`src/rtl/sub_bytes_iter.sv`:
```
// Iterative AES SubBytes: substitutes LANES bytes of a 128-bit state per cycle and
// presents the finished state behind a ready/valid handshake. Byte 0 is the most significant byte.
`timescale 1ns/1ps
module sub_bytes_iter #(
   parameter int LANES = 4
) (
   input  logic         clk,
   input  logic         rst_n,
   input  logic         in_valid,
   output logic         in_ready,
   input  logic [127:0] in_data,
   output logic         out_valid,
   input  logic         out_ready,
   output logic [127:0] out_data,
   output logic         busy
);

   localparam int STEPS = 16 / LANES;
   localparam int CW    = (STEPS > 1) ? $clog2(STEPS) : 1;
   localparam logic [CW-1:0] LAST = CW'(STEPS - 1);

   typedef enum logic [1:0] {S_IDLE, S_BUSY, S_DONE} state_t;

   state_t          r_state, w_state_next;
   logic [CW-1:0]   r_cnt, w_cnt_next;
   logic [127:0]    r_work, w_work_next;
   logic [127:0]    r_out, w_out_next;
   logic            r_out_valid, w_out_valid_next;
   logic [3:0]      w_base;
   logic [6:0]      w_pos    [LANES];
   logic [7:0]      w_sb_in  [LANES];
   logic [7:0]      w_sb_out [LANES];

   function automatic logic [7:0] gf_mul(input logic [7:0] a, input logic [7:0] b);
      logic [7:0] p;
      logic [7:0] t;
      p = 8'h00;
      t = a;
      for (int i = 0; i < 8; i++) begin
         if (b[i]) p = p ^ t;
         t = {t[6:0], 1'b0} ^ (t[7] ? 8'h1b : 8'h00);
      end
      return p;
   endfunction

   // Inverse as x^254 (0 maps to 0), then the AES affine transform.
   function automatic logic [7:0] s_box(input logic [7:0] x);
      logic [7:0] sq;
      logic [7:0] acc;
      sq  = x;
      acc = 8'h01;
      for (int i = 1; i < 8; i++) begin
         sq  = gf_mul(sq, sq);
         acc = gf_mul(acc, sq);
      end
      return acc ^ {acc[6:0], acc[7]} ^ {acc[5:0], acc[7:6]} ^
             {acc[4:0], acc[7:5]} ^ {acc[3:0], acc[7:4]} ^ 8'h63;
   endfunction

   generate
      if (LANES != 1 && LANES != 2 && LANES != 4 && LANES != 8 && LANES != 16) begin : g_bad_lanes
         $error("sub_bytes_iter: LANES must be 1, 2, 4, 8 or 16");
      end
   endgenerate

   assign w_base = 4'(int'(r_cnt) * LANES);

   generate
      for (genvar gi = 0; gi < LANES; gi++) begin : g_lane
         assign w_pos[gi]    = {4'd15 - (w_base + 4'(gi)), 3'b000};
         assign w_sb_in[gi]  = r_work[w_pos[gi] +: 8];
         assign w_sb_out[gi] = s_box(w_sb_in[gi]);
      end
   endgenerate

   always_comb begin
      w_state_next     = r_state;
      w_cnt_next       = r_cnt;
      w_work_next      = r_work;
      w_out_next       = r_out;
      w_out_valid_next = r_out_valid;
      case (r_state)
         S_IDLE: begin
            if (in_valid) begin
               w_work_next  = in_data;
               w_cnt_next   = '0;
               w_state_next = S_BUSY;
            end
         end
         S_BUSY: begin
            for (int k = 0; k < LANES; k++) begin
               w_work_next[w_pos[k] +: 8] = w_sb_out[k];
            end
            if (r_cnt == LAST) begin
               w_cnt_next       = '0;
               w_out_next       = w_work_next;
               w_out_valid_next = 1'b1;
               w_state_next     = S_DONE;
            end else begin
               w_cnt_next = r_cnt + CW'(1);
            end
         end
         S_DONE: begin
            if (out_ready) begin
               w_out_valid_next = 1'b0;
               w_state_next     = S_IDLE;
            end
         end
         default: w_state_next = S_IDLE;
      endcase
   end

   always_ff @(posedge clk or negedge rst_n) begin
      if (!rst_n) begin
         r_state     <= S_IDLE;
         r_cnt       <= '0;
         r_work      <= '0;
         r_out       <= '0;
         r_out_valid <= 1'b0;
      end else begin
         r_state     <= w_state_next;
         r_cnt       <= w_cnt_next;
         r_work      <= w_work_next;
         r_out       <= w_out_next;
         r_out_valid <= w_out_valid_next;
      end
   end

   assign in_ready  = (r_state == S_IDLE);
   assign busy      = (r_state == S_BUSY);
   assign out_valid = r_out_valid;
   assign out_data  = r_out;

endmodule

```
`config.mk`:
```
export PLATFORM = sky130hd
export DESIGN_NAME = sub_bytes_iter
export DESIGN_NICKNAME = d
export VERILOG_FILES = /design/src/rtl/sub_bytes_iter.sv
export SDC_FILE = /design/constraint.sdc
export NUM_CORES = 2
export LEC_CHECK = 0
export BUFFER_PORTS_ARGS = -buffer_cell sky130_fd_sc_hd__buf_4
export CORE_ASPECT_RATIO = 0.7
export CORE_MARGIN = 2
export CORE_UTILIZATION = 50
export DETAILED_ROUTE_END_ITERATION = 7
export PLACE_DENSITY = 0.67
export SLEW_MARGIN = 20
export SYNTH_ARGS = -nofsm -noshare
export SYNTH_HDL_FRONTEND = slang
export SYNTH_SLANG_ARGS = --single-unit
```
`constraint.sdc`:
```
create_clock -name clk -period 23.4 [get_ports clk]
set_clock_uncertainty 0.15 [all_clocks]
set_input_delay 2.34 -clock clk [delete_from_list [all_inputs] [get_ports clk]]
set_output_delay 2.34 -clock clk [all_outputs]
set_load 0.01 [all_outputs]
```
## Word level (Yosys, flattened, before mapping)

Cells that the tools add are included.

- Magnitude comparators: 0
- Divide/modulo/power cells: 0
- Reductions and logical operators: 7
- Shift-type cells: 12
- Multipliers: 0
- Multiplexer cells: 828
- $add $sub $neg: 12
- Bitwise gates (word level): 776
- Eq/ne operators: 6

Operators by type and width:

| operator | number |
|---|---|
| two-way mux 8 bit | 420 |
| bitwise XOR 8 bit | 380 |
| bitwise XOR 8 x 5 -> 8 bit | 364 |
| two-way mux 5 bit | 368 |
| bitwise mux 128 bit | 4 |
| variable shift 8 x 9 -> 128 bit, first input constant | 4 |
| variable part select 128 x 8 -> 8 bit | 4 |
| variable part select 8 x 9 -> 128 bit | 4 |
| one-hot mux 128 bit (2 select lines) | 1 |
| two-way mux 128 bit | 1 |
| negation 7 -> 9 bit | 4 |
| two-way mux 7 bit | 4 |
| inverter 1 bit, first input constant | 28 |
| two-way mux 6 bit | 4 |
| two-way mux 2 bit | 9 |
| two-way mux 4 bit | 4 |
| inverter 4 bit | 4 |
| subtractor 4 bit, first input constant | 4 |
| two-way mux 3 bit | 4 |
| adder 4 x 2 -> 4 bit, second input constant | 2 |
| two-way mux 1 bit | 6 |
| one-hot mux 2 bit (3 select lines) | 1 |
| AND reduction 3 bit | 2 |
| adder 4 x 1 -> 4 bit, second input constant | 1 |
| other kinds (10) | 14 |

- Memories: 0
- Input port bits: 132
- Memory bits (read-only): 0
- Bits in writable memories: 0
- Word-level logic and storage cells: 1646
- Output and inout port bits: 131
- Latch bits: 0
- Bits in registers: 261

## Logic depth before layout (Yosys ltp)

- Depth after elaboration: 140
- Mapped depth: 67
- Mapped depth without buffers: 54

## Worst setup path before layout

OpenSTA, ideal clock, no wires.

- Path type: register to register
- Start: register r_cnt[0]
- End: register r_out[2], in the netlist out_data[2]
- Clock period less this slack: 16.471 ns
- Stages on the path, launching flop included: 61
- Slack: 6.929 ns
- Arrival: 16.197 ns
- Buffers on the path: 10
- Data required time: 23.126 ns
- Library setup time: 0.124 ns
- Cell sequence: dfrtp_1 -> mux4_2 -> buf_2 -> buf_2 -> ha_1 -> nand2_1 -> xnor2_1 -> inv_1 -> clkbuf_1 -> buf_1 -> ha_1 -> clkbuf_1 -> and2_1 -> xor2_1 -> xnor2_1 -> inv_1 -> clkbuf_1 -> clkbuf_1 -> [25 not listed] -> xnor3_1 -> xor3_2 -> xnor2_2 -> xnor3_1 -> nor2_1 -> xnor2_1 -> xnor3_2 -> xnor3_1 -> xor2_2 -> nor2_2 -> xnor3_1 -> xnor3_1 -> xnor3_1 -> xnor2_2 -> xor2_2 -> xnor3_1 -> nor2_1 -> a211o_1

- Longest elaborated chain between the ends: 136
- Elaborated cells on any way between the ends: 1589
- Classes of those cells: add/sub: 11; eq/ne: 1; shift: 12; mux: 816; bitwise: 748; reduce/logical: 1

Ends and longest elaborated chain:

| what | line | source |
|---|---|---|
| start, declared | 25 | `logic [CW-1:0] r_cnt, w_cnt_next;` |
| start signal, assigned | 122 | `r_cnt <= w_cnt_next;` |
| adder 4 x 1 -> 4 bit or subtractor 4 bit (tied branches) | 70 | `assign w_pos[gi] = {4'd15 - (w_base + 4'(gi)), 3'b000};` |
| subtractor 4 bit or variable part select 128 x 8 -> 8 bit (tied branches) | 70, 71 |  |
| variable part select 128 x 8 -> 8 bit (tied with other cells) | 71 | `assign w_sb_in[gi] = r_work[w_pos[gi] +: 8];` |
| two-way mux 5 bit (tied with other cells) | 41 | `t = {t[6:0], 1'b0} ^ (t[7] ? 8'h1b : 8'h00);` |
| bitwise XOR 8 x 5 -> 8 bit (tied with other cells) | 41 |  |
| bitwise XOR 8 bit or two-way mux 8 bit (tied branches) | 40 | `if (b[i]) p = p ^ t;` |
| two-way mux 8 bit or bitwise XOR 8 bit (tied branches) | 40 |  |
| bitwise XOR 8 bit or two-way mux 8 bit (tied branches) | 40 |  |
| [117 not listed] | n/a |  |
| bitwise XOR 8 bit or two-way mux 8 bit (tied branches) | 40 |  |
| two-way mux 8 bit or bitwise XOR 8 bit (tied branches) | 40, 56 |  |
| bitwise XOR 8 bit (2 in series) | 56 | `return acc ^ {acc[6:0], acc[7]} ^ {acc[5:0], acc[7:6]} ^` |
| bitwise XOR 8 bit, on equally long branches | 56, 57 |  |
| bitwise XOR 8 bit or inverter 4 bit (tied branches) | n/a |  |
| inverter 4 bit (no line) or variable part select 8 x 9 -> 128 bit (tied branches) | n/a |  |
| variable part select 8 x 9 -> 128 bit or bitwise mux 128 bit (tied branches) | 92 | `w_work_next[w_pos[k] +: 8] = w_sb_out[k];` |
| bitwise mux 128 bit (3 in series) | 92 |  |
| end signal, assigned | 124 | `r_out <= w_out_next;` |
| end, declared | 27 | `logic [127:0] r_out, w_out_next;` |

Several ways; a longest one is shown, not always the timed one.
A chain may end at the register's enable or synchronous reset.

## Worst setup path in the final report

- Start: register r_cnt[0]
- End: register r_work[29]

- Longest elaborated chain between the ends: 137
- Elaborated cells on any way between the ends: 1588
- Classes of those cells: add/sub: 11; shift: 12; mux: 817; bitwise: 748

Ends and longest elaborated chain:

| what | line | source |
|---|---|---|
| adder 4 x 1 -> 4 bit or subtractor 4 bit (tied branches) | 70 |  |
| subtractor 4 bit or variable part select 128 x 8 -> 8 bit (tied branches) | 70, 71 |  |
| variable part select 128 x 8 -> 8 bit (tied with other cells) | 71 |  |
| two-way mux 5 bit (tied with other cells) | 41 |  |
| bitwise XOR 8 x 5 -> 8 bit (tied with other cells) | 41 |  |
| bitwise XOR 8 bit or two-way mux 8 bit (tied branches) | 40 |  |
| two-way mux 8 bit or bitwise XOR 8 bit (tied branches) | 40 |  |
| bitwise XOR 8 bit or two-way mux 8 bit (tied branches) | 40 |  |
| [119 not listed] | n/a |  |
| bitwise XOR 8 bit (2 in series) | 56 |  |
| bitwise XOR 8 bit, on equally long branches | 56, 57 |  |
| bitwise XOR 8 bit or inverter 4 bit (tied branches) | n/a |  |
| inverter 4 bit (no line) or variable part select 8 x 9 -> 128 bit (tied branches) | n/a |  |
| variable part select 8 x 9 -> 128 bit or bitwise mux 128 bit (tied branches) | 92 |  |
| bitwise mux 128 bit (2 in series) | 92 |  |
| bitwise mux 128 bit (*) | 92 |  |
| one-hot mux 128 bit (2 select lines) (*) | 82 | `case (r_state)` |
| end signal, assigned | 123 | `r_work <= w_work_next;` |
| end, declared | 26 | `logic [127:0] r_work, w_work_next;` |

Every way passes the cells marked *; elsewhere a longest branch is shown, timed or not.

==> results.sh <==
export IMPL_synthFlopType="dfrtp_1"
export IMPL_clk_pin_slew_ns=0.06
export IMPL_min_to="out_data[24]"
export IMPL_syn_inst=8573
export IMPL_fin_cells=10300
export IMPL_worst_pin_slew_ns=1.13
export IMPL_cts_setup_buffers=0
export IMPL_routed_wl_mm=227
export IMPL_layout_setup_ws_ns=3.36
export IMPL_mappedNetlistArea_mm2=0.0672
export IMPL_reg2reg_from="r_cnt[0]"
export IMPL_ys_async_sr_fraction_pct=100
export IMPL_placement_io_buffers=262
export IMPL_globalRoute_totalOverflow=0
export IMPL_status="complete, no violations"
export IMPL_hold_path_class="reg -> reg"
export IMPL_syn_area_per_cell_um2=7.84
export IMPL_grt_pass1_wl_mm=352
export IMPL_relSlewSlack_pct=23.9
export IMPL_fillerInstances=12500
export IMPL_design_die_area_mm2=0.137
export IMPL_cts_tree="built"
export IMPL_ioPinCount=263
export IMPL_synth_edff_count=0
export IMPL_cts_resized=0
export IMPL_hold_depth=1
export IMPL_clockRootBuffer="clkbuf_16"
export IMPL_cp_arrival_ns=20.38
export IMPL_ys_types=114
export IMPL_drtIter0Drc=7443
export IMPL_drc_errors=0
export IMPL_ys_seq_area_share_pct=9.72
export IMPL_drv_slew=0
export IMPL_rrSetupSlack_ns=3.36
export IMPL_vias_per_cell=6.20
export IMPL_min_from="out_data[24]"
export IMPL_worstSetupPathType="reg -> reg"
export IMPL_crit_start="r_cnt[0]"
export IMPL_dr_pass1_iters=6
export IMPL_yosysWarnings=0
export IMPL_r2r_cells=51
export IMPL_crit_path_max_fanout=34
export IMPL_antenna_found_initial=5
export IMPL_rows=112
export IMPL_antenna_left=0
export IMPL_setup_viol=0
export IMPL_dp_hpwl_mm=167
export IMPL_pre_cts_ws_ns=3.62
export IMPL_hold_violations=0
export IMPL_place_congestion=0.971
export IMPL_end_kind="flip-flop"
export IMPL_area_growth_pct=7.56
export IMPL_core_mm2=0.133
export IMPL_clock_latency_ns=0.60
export IMPL_cp_required_ns=23.73
export IMPL_fmax_ghz=0.0499
export IMPL_startpoint_type="flip-flop"
export IMPL_finalCritPeriodShare_pct=85.7
export IMPL_wl_per_cell_um=22.0
export IMPL_layout_commonest_cell="xnor2_1"
export IMPL_htreeDepth=1
export IMPL_track_usage_pct=31.5
export IMPL_cts_buffer_depth=3
export IMPL_synth_largest_area_cell="xnor2_1"
export IMPL_rsz0062_at_grt="no"
export IMPL_synthTopCellsByArea="xnor2_1, xnor3_1, dfrtp_1"
export IMPL_cts_buffers=29
export IMPL_period_needed_ns=20.04
export IMPL_drive_above_1_share_pct=11.4
export IMPL_yosysTopAreaCellShare_pct=20.1
export IMPL_final_nets=8691
export IMPL_post_place_cells=10300
export IMPL_die_w_um=442
export IMPL_slowest_delay_ns=0.99
export IMPL_hold_buffers=0
export IMPL_initial_core_util_pct=50.4
export IMPL_final_cell_mix="xnor2_1, nor2_1, nand2_1"
export IMPL_worst_path_most_repeated_cell="xnor2_1"
export IMPL_die_h_um=311
export IMPL_slowest_stage="xnor3_1"
export IMPL_ys_seq_elements=261
export IMPL_num_vias=64000
export IMPL_max_cap_violations=0
export IMPL_utilization_pct=54.2
export IMPL_first_global_vias=59000
export IMPL_finalSetupTns_ns=0
export IMPL_cts_sinks=261
export IMPL_synth_fp_nets=8729
export IMPL_grt_start_max_net_pins=121
export IMPL_timing_rr_end="r_work[29]"
==> sequential cells by signal, summed over array words and instances (netlist names) <==
| register | count |
|---|---|
| out_data | 128 |
| r_state | 2 |
| r_work | 128 |
| out_valid | 1 |
| r_cnt | 2 |
==> cell usage after synthesis, types with 134 or more instances <==
master / instances
nand2_1: 888
nand3_1: 183
a21oi_1: 402
xor2_1: 466
nor2_1: 1139
mux2i_1: 209
o21ai_0: 432
a22oi_1: 147
buf_2: 134
xnor3_1: 329
dfrtp_1: 261
clkbuf_1: 383
nor3_1: 174
xnor2_1: 1544
==> area by class of cell <==
type / instances / area, µm² / share of cell area [%]
Multi-Input combinational cell: 7605 / 58100 / 80.4
Sequential cell: 261 / 6540 / 9.04
Timing Repair Buffer: 535 / 4030 / 5.57
Tap cell: 1767 / 2210 / 3.06
Clock buffer: 37 / 776 / 1.07
Inverter: 103 / 387 / 0.535
Clock inverter: 11 / 203 / 0.280
Antenna cell: 1 / 2.50 / 0.00346
==> logic make-up after synthesis <==
group	Yosys count	synth area share [%]
DFF	261	9.72
buffers and inverters	707	4.49
xor gates and xnor gates	2546	43.2
and+or+nand+nor	2821	18.3
muxes	298	5.28
AOI/OAI and AO/OA	1915	18.6
adders and majority gates	25	0.462
==> critical path, delay by kind of cell, from the launching register on <==
family | cells | cell delay (ns)
XOR/XNOR | 30 | 13.54
buffers and inverters | 5 | 1.68
adder cells (fa/ha/maj) | 2 | 1.21
AND/OR/NAND/NOR | 8 | 1.08
multiplexers | 3 | 1.08
AO/OA/AOI/OAI | 3 | 0.58
flip-flops | 1 | 0.52
==> routing by layer <==
metal	vias to the layer above	GRT usage, %	part of all wire [%]	wire length (µm)
met2	3246	47.4	43	98100
met3	354	3.81	9.5	21500
met5	-	0	0.021	47
met4	6	10.9	3.9	8800
li1	29700	-	-	-
met1	30700	46.5	43	98200
==> through the flow <==
| stage | hold slack [ns] | area (µm²) |
|---|---|---|
| 6_report | 0.328 | 72300 |
| 5_1_grt | 0.351 | 72300 |
| 4_1_cts | 0.330 | 72200 |
| 3_5_place_dp | 0.317 | 71200 |
| 3_3_place_gp | 0.313 | 71200 |
| 2_1_floorplan | 0.324 | 67200 |
==> worst max path at each step <==
| stage | endpoint | slack [ns] | cells after the start |
|---|---|---|---|
| finish | r_work[29] | 3.36 | 51 |
| global route | r_work[29] | 1.97 | 52 |
| CTS | r_work[29] | 3.53 | 51 |
| detailed placement | r_work[29] | 3.62 | 51 |
| global placement | r_work[29] | 3.63 | 51 |
| floorplan | out_data[2] | 6.93 | 60 |
Power is left out: the tool's default activity adds up to more than one toggle a clock period on the data nets, which glitch-free logic cannot reach.
